<file path="config.mk">
export PLATFORM = sky130hd
export DESIGN_NAME = quad_decoder_sfr
export DESIGN_NICKNAME = d
export VERILOG_FILES = /design/src/rtl/quad_decoder_sfr.sv
export SDC_FILE = /design/constraint.sdc
export NUM_CORES = 1
export LEC_CHECK = 0
export CAP_MARGIN = 30
export CORE_AREA = 2 2 59 61
export CTS_CLUSTER_DIAMETER = 30
export CTS_CLUSTER_SIZE = 8
export DETAILED_ROUTE_END_ITERATION = 7
export DIE_AREA = 0 0 61 63
export GPL_TIMING_DRIVEN = 0
export PLACE_DENSITY = 0.79
export SLEW_MARGIN = 5
export SYNTH_ARGS = -nofsm -noshare
export SYNTH_HDL_FRONTEND = slang
export SYNTH_SLANG_ARGS = --single-unit
</file>
<file path="constraint.sdc">
create_clock -name clk -period 2.19 [get_ports clk]
set_input_delay 0.438 -clock clk [delete_from_list [all_inputs] [get_ports clk]]
set_output_delay 0.438 -clock clk [all_outputs]
set_load 0.02 [all_outputs]
</file>
<file path="src/rtl/quad_decoder_sfr.sv">
// Quadrature step decoder: sync, debounce, Gray phase tracking and
// detent division into incr/decr pulses for the up/down counter SFR.

module quad_sync_stage (
  input  logic clk,
  input  logic clr_n,
  input  logic d,
  output logic q
);
  logic s1;

  always_ff @(posedge clk or negedge clr_n) begin
    if (!clr_n) begin
      s1 <= 1'b0;
      q  <= 1'b0;
    end else begin
      s1 <= d;
      q  <= s1;
    end
  end
endmodule

module quad_db_stage #(
  parameter int DB_CYCLES = 4
) (
  input  logic clk,
  input  logic clr_n,
  input  logic primed,
  input  logic sync,
  output logic deb
);
  localparam logic [7:0] DB_LAST = 8'(DB_CYCLES - 1);

  logic [7:0] cnt;

  always_ff @(posedge clk or negedge clr_n) begin
    if (!clr_n) begin
      cnt <= '0;
      deb <= 1'b0;
    end else if (!primed) begin
      cnt <= '0;
      deb <= sync;
    end else if (sync == deb) begin
      cnt <= '0;
    end else if (cnt == DB_LAST) begin
      cnt <= '0;
      deb <= sync;
    end else begin
      cnt <= cnt + 8'd1;
    end
  end
endmodule

module quad_decoder_sfr #(
  parameter int DB_CYCLES = 4,
  parameter int DIV       = 4
) (
  input  logic       clk,
  input  logic       clr_n,
  input  logic       en,
  input  logic       a_in,
  input  logic       b_in,
  output logic       incr,
  output logic       decr,
  output logic       err,
  output logic [1:0] phase
);
  localparam logic signed [3:0] ACC_MAX = 4'(DIV - 1);
  localparam logic signed [3:0] ACC_MIN = 4'(1 - DIV);

  logic              a_s;
  logic              b_s;
  logic              a_d;
  logic              b_d;
  logic [1:0]        prime_cnt;
  logic              primed;
  logic [1:0]        prev;
  logic signed [3:0] acc;
  logic signed [3:0] acc_n;
  logic              incr_n;
  logic              decr_n;
  logic              err_n;
  logic [1:0]        diff;
  logic              eval;
  logic              fwd;
  logic              rev;
  logic              jump;

  function automatic logic [1:0] gray_pos(
    input logic [1:0] g
  );
    return {g[1], g[1] ^ g[0]};
  endfunction

  quad_sync_stage u_sync_a (
    .clk   (clk),
    .clr_n (clr_n),
    .d     (a_in),
    .q     (a_s)
  );

  quad_sync_stage u_sync_b (
    .clk   (clk),
    .clr_n (clr_n),
    .d     (b_in),
    .q     (b_s)
  );

  quad_db_stage #(.DB_CYCLES(DB_CYCLES)) u_db_a (
    .clk    (clk),
    .clr_n  (clr_n),
    .primed (primed),
    .sync   (a_s),
    .deb    (a_d)
  );

  quad_db_stage #(.DB_CYCLES(DB_CYCLES)) u_db_b (
    .clk    (clk),
    .clr_n  (clr_n),
    .primed (primed),
    .sync   (b_s),
    .deb    (b_d)
  );

  assign phase = {a_d, b_d};

  // Position difference on the Gray circle: 1 fwd, 3 rev, 2 jump.
  assign diff = gray_pos(phase) - gray_pos(prev);
  assign eval = primed && (phase != prev);
  assign fwd  = eval && (diff == 2'd1);
  assign rev  = eval && (diff == 2'd3);
  assign jump = eval && (diff == 2'd2);

  always_comb begin
    acc_n  = acc;
    incr_n = 1'b0;
    decr_n = 1'b0;
    err_n  = 1'b0;
    unique case (1'b1)
      jump: begin
        err_n = 1'b1;
        acc_n = '0;
      end
      fwd && en: begin
        if (acc == ACC_MAX) begin
          incr_n = 1'b1;
          acc_n  = '0;
        end else begin
          acc_n = acc + 4'sd1;
        end
      end
      rev && en: begin
        if (acc == ACC_MIN) begin
          decr_n = 1'b1;
          acc_n  = '0;
        end else begin
          acc_n = acc - 4'sd1;
        end
      end
      default: ;
    endcase
  end

  // Until primed, prev follows the same value loaded into phase,
  // so the reset-time encoder position is never seen as a step.
  always_ff @(posedge clk or negedge clr_n) begin
    if (!clr_n) begin
      prime_cnt <= '0;
      primed    <= 1'b0;
      prev      <= '0;
      acc       <= '0;
      incr      <= 1'b0;
      decr      <= 1'b0;
      err       <= 1'b0;
    end else begin
      if (!primed) begin
        prime_cnt <= prime_cnt + 2'd1;
        primed    <= (prime_cnt == 2'd2);
        prev      <= {a_s, b_s};
      end else begin
        prev <= phase;
      end
      acc  <= acc_n;
      incr <= incr_n;
      decr <= decr_n;
      err  <= err_n;
    end
  end
endmodule

</file>
==> summary by stage <==
STA
Setup repair after global routing left no endpoint under its margin. The worst pin sits at a relative slew slack of 52.2%. For the final database, setup skew stands at 0.0128 ns.

The transition time of the tightest slew-check pin is 0.717 ns. Based on the critical path, the design can be clocked at up to 501 MHz. The post-route clock period utilization is 91.2%.

The number of pins exceeding their max-slew limit in the final report is 0. The total of endpoints with negative setup slack in the final report is 0. The hold violation total from the final report is 0. The minimum clock period is around 2 ns.

The accumulated negative setup slack is 0 ns.

Layout
After filler insertion, the fill cell instance count of the layout stands at 264. Leaving out filler cells and counting taps, the final layout contains 231. The fraction of final layout cells with drive strength greater than 1 is 13.5%. The most frequent standard cell in the layout excluding fill and tap cells is dfrtp_1. At the end of the flow, the number of nets in the layout was 196. In the layout the commonest cells are dfrtp_1 (34), nor2_1 (22), xor2_1 (14), nand2_1 (10), nand3_1 (9).

The area growth from synthesis to layout is 11.5%. Once layout is complete, the utilization of the core stands at between 60% and 70%. 0 antenna diodes ended up in the layout.

Pwr
Dividing total power by cell area gives a power density of roughly 1300 nW/um2. The analysis attributes to cell leakage a power of 0.917 nW. The worst voltage drop across the vdd grid is 594 uV.

Run
The number of violations of the max-capacitance limit is 0.

Synthesis
Of the total synthesized cell area, the portion taken by AND, OR, NAND and NOR gates is 17.4%. Summing the areas of all compound-gate instances in the mapped netlist gives 9.18% of the synthesized area. The main combinational cell family by area after synthesis is simple AND/OR/NAND/NOR gates.

After Yosys synthesis, full adders, half adders and majority gates account for between 4 and 5% of the synthesized area. The synthesized design contains 34 register bits. The count of distinct cell types in the synthesized netlist is 34.

The synthesized area divided by synthesized cell count is roughly 10 um2. The mux share of post-synthesis cell area is 3.20%. The synthesized net count is 181. The part of the Yosys area used for sequential elements is around half.

After technology mapping, the gate count stands at 169. The count of synthesis-stage warnings from yosys is 0. The xor and xnor fraction of the mapped netlist area is between 10% and 20%. The synthesized cell area is 1760 um2.

Global route
Entering global routing, the biggest net connects 35 pins. The first global-routing pass estimated 5060 um of wire. The number of antenna violations at the first check in global routing is 0. Global routing used 27.4% of the available met2 tracks.

The global routing usage on met1 is between 20 and 25%. The final global-route overflow total is 0. The layer with the highest usage after global routing is met2.

The met3 capacity usage during global routing is under 10%. Global routing consumed, over all layers together, 17.9% of the routing resources. The via count of the first global-routing pass is 1159.

Critical path
In this run the worst path has a maximum fanout of 6. The critical path in this run is classified as register to output pin. The data arrival at the endpoint of the critical path is 1.56 ns.

STA classifies the critical path startpoint as a register. The endpoint required time on the critical path is 1.75 ns. STA classifies the critical path endpoint as an output pin.

Place
The total placed cells including tap cells is 224. Buffers placed on the I/O ports in this run total 9. The final weighted congestion in routability-driven placement is 0.843. The detailed placement HPWL is about 2000 um.

Die
After floorplanning, the core was sized to cover 3230 um2. The die boundary width is approximately 60 um. The site row count is 21. The height of the die is 63 um. For this configuration, the core starts out at a cell density of 54.4%.

In this run the count of I/O pins placed on the die edge is 10. The die area is 3840 um2.

Routing
The number of search-and-repair iterations in the first detailed-routing pass is 4. The number of DRC markers after the initial detailed-route iteration is 82. Across all layers, the routed design uses ~1200 vias. The post-route antenna net violation count is 0.

The via count normalized by instance count is 5.24. In the final routed layout, each cell accounts on average for 12.4 um. In the routed design, unresolved DRC markers number 0. After detailed routing, the total wire length is 2860 um.

Clock tree
The number of sinks driven by the clock tree is 34. Clock-pin slew was measured on the worst setup and hold paths at 0.11 ns. Buffers inserted during clock tree synthesis total 5. The number of H-tree branching levels is 2. The root cell of the clock tree is clkbuf_4. The buffer depth of the longest clock path is 2.

The clock latency of the later-clocked register in the worst-skew pair is 0.35 ns. TritonCTS built the clock tree. The post-CTS setup-driven buffer insertion count is 0.

Hold path
The path category of the worst min-delay check is input port to asynchronous set/reset pin.

Outcome
The run finished with clean final reports.
==> final cells by class <==
type / count / area (um2) / area share [%]
multi-input combinational: 118 / 821 / 41.9
clock inverter: 1 / 5.00 / 0.255
buffer: 9 / 58.8 / 3.00
sequential: 34 / 851 / 43.4
clock buffer: 7 / 55.1 / 2.81
timing repair buffer: 9 / 85.1 / 4.34
inverter: 7 / 26.3 / 1.34
tap: 46 / 57.6 / 2.94
==> logic make-up after synthesis <==
family                     Yosys count
AOI/OAI and AO/OA                   21
xor gates and xnor gates            22
DFF                                 34
and+or+nand+nor                     63
buffers and inverters               17
muxes                                5
adders and majority gates            7
==> path summary, 6_finish.rpt <==
| check | start | to | slack [ns] | cells past startpoint |
|---|---|---|---|---|
| worst max-delay path | u_db_b.deb$_DFFE_PN0P_ | phase[0] | 0.19 | 2 |
| worst max register to register | u_db_a.deb$_DFFE_PN0P_ | acc[3]$_DFFE_PN0P_ | 0.23 | 7 |
| worst min register to register | u_sync_a.s1$_DFF_PN0_ | u_sync_a.q$_DFF_PN0_ | 0.36 | 0 |
| max in group asynchronous | clr_n | u_db_b.cnt[2]$_DFF_PN0_ | 1.59 | 1 |
| worst min-delay path | clr_n | decr$_DFF_PN0_ | 0.13 | 1 |
| min in group clk | u_sync_a.s1$_DFF_PN0_ | u_sync_a.q$_DFF_PN0_ | 0.36 | 0 |
==> routing by layer <==
metal  routed length (um)  part of all wire (%)
met2                 1440                    50
met1                 1270                    44
met4                   44                   1.5
met3                  109                   3.8
met5                    0                     0
==> timing repair <==
| item | 4_1_cts | 5_1_grt |
|---|---|---|
| gates resized for setup | 0 | 1 |
| hold buffers | 0 | 0 |
| setup endpoints to repair | 0 | 3 |
==> synth_stat cells, drive strengths merged <==
library cell   n  area, um2
dfrtp         34        851
nor2          23       86.3
xor2          14        123
nand2         10       37.5
nand3          9       45.0
ha             7       87.6
inv            7       26.3
xnor2          7       61.3
buf            6       46.3
o21ai          6       30.0
mux2           5       56.3
a21oi          4       20.0
and3           4       26.3
clkbuf         4       16.3
nand4          4       25.0
o2111ai        4       35.0
nand2b         3       18.8
nor3           3       15.0
o41ai          3       41.3
and2           2       12.5
or4b           2       20.0
a211oi         1       7.51
a221o          1       10.0
nor3b          1       7.51
o211a          1       10.0
o211ai         1       7.51
or2            1       6.26
or3            1       6.26
xnor3          1       22.5
==> through the flow <==
stage / cell area [um2] / hold slack (ns) / total power (W) / setup WS (ns)
finish: 1960 / 0.127 / 0.00261 / 0.193
global route: 1960 / 0.177 / 0.00286 / 0.0483
CTS: 1960 / 0.156 / 0.00262 / 0.0660
detailed placement: 1900 / 0.339 / 0.00225 / 0.0838
global placement: 1910 / 0.333 / 0.00218 / 0.0566
floorplan: 1760 / 0.142 / 0.00194 / 0.313
==> power by group <==
group | switching, W | internal (W)
clock | 0.000205 | 0.000155
sequential | 0.000106 | 0.000752
combinational | 0.000787 | 0.000600
total | 0.00110 | 0.00151
==> state kept, by name (all words and copies together), names as in the netlist, 2 cells and up <==
register,flops
prime_cnt,2
u_db_b.cnt,8
prev,2
acc,4
u_db_a.cnt,8
==> worst max-delay path: stages (launching register included) <==
cell and delay, ns:
dfrtp_1 0.47, buf_4 0.15, clkdlybuf4s50_1 0.60
Power figures use the tool's default switching activity.
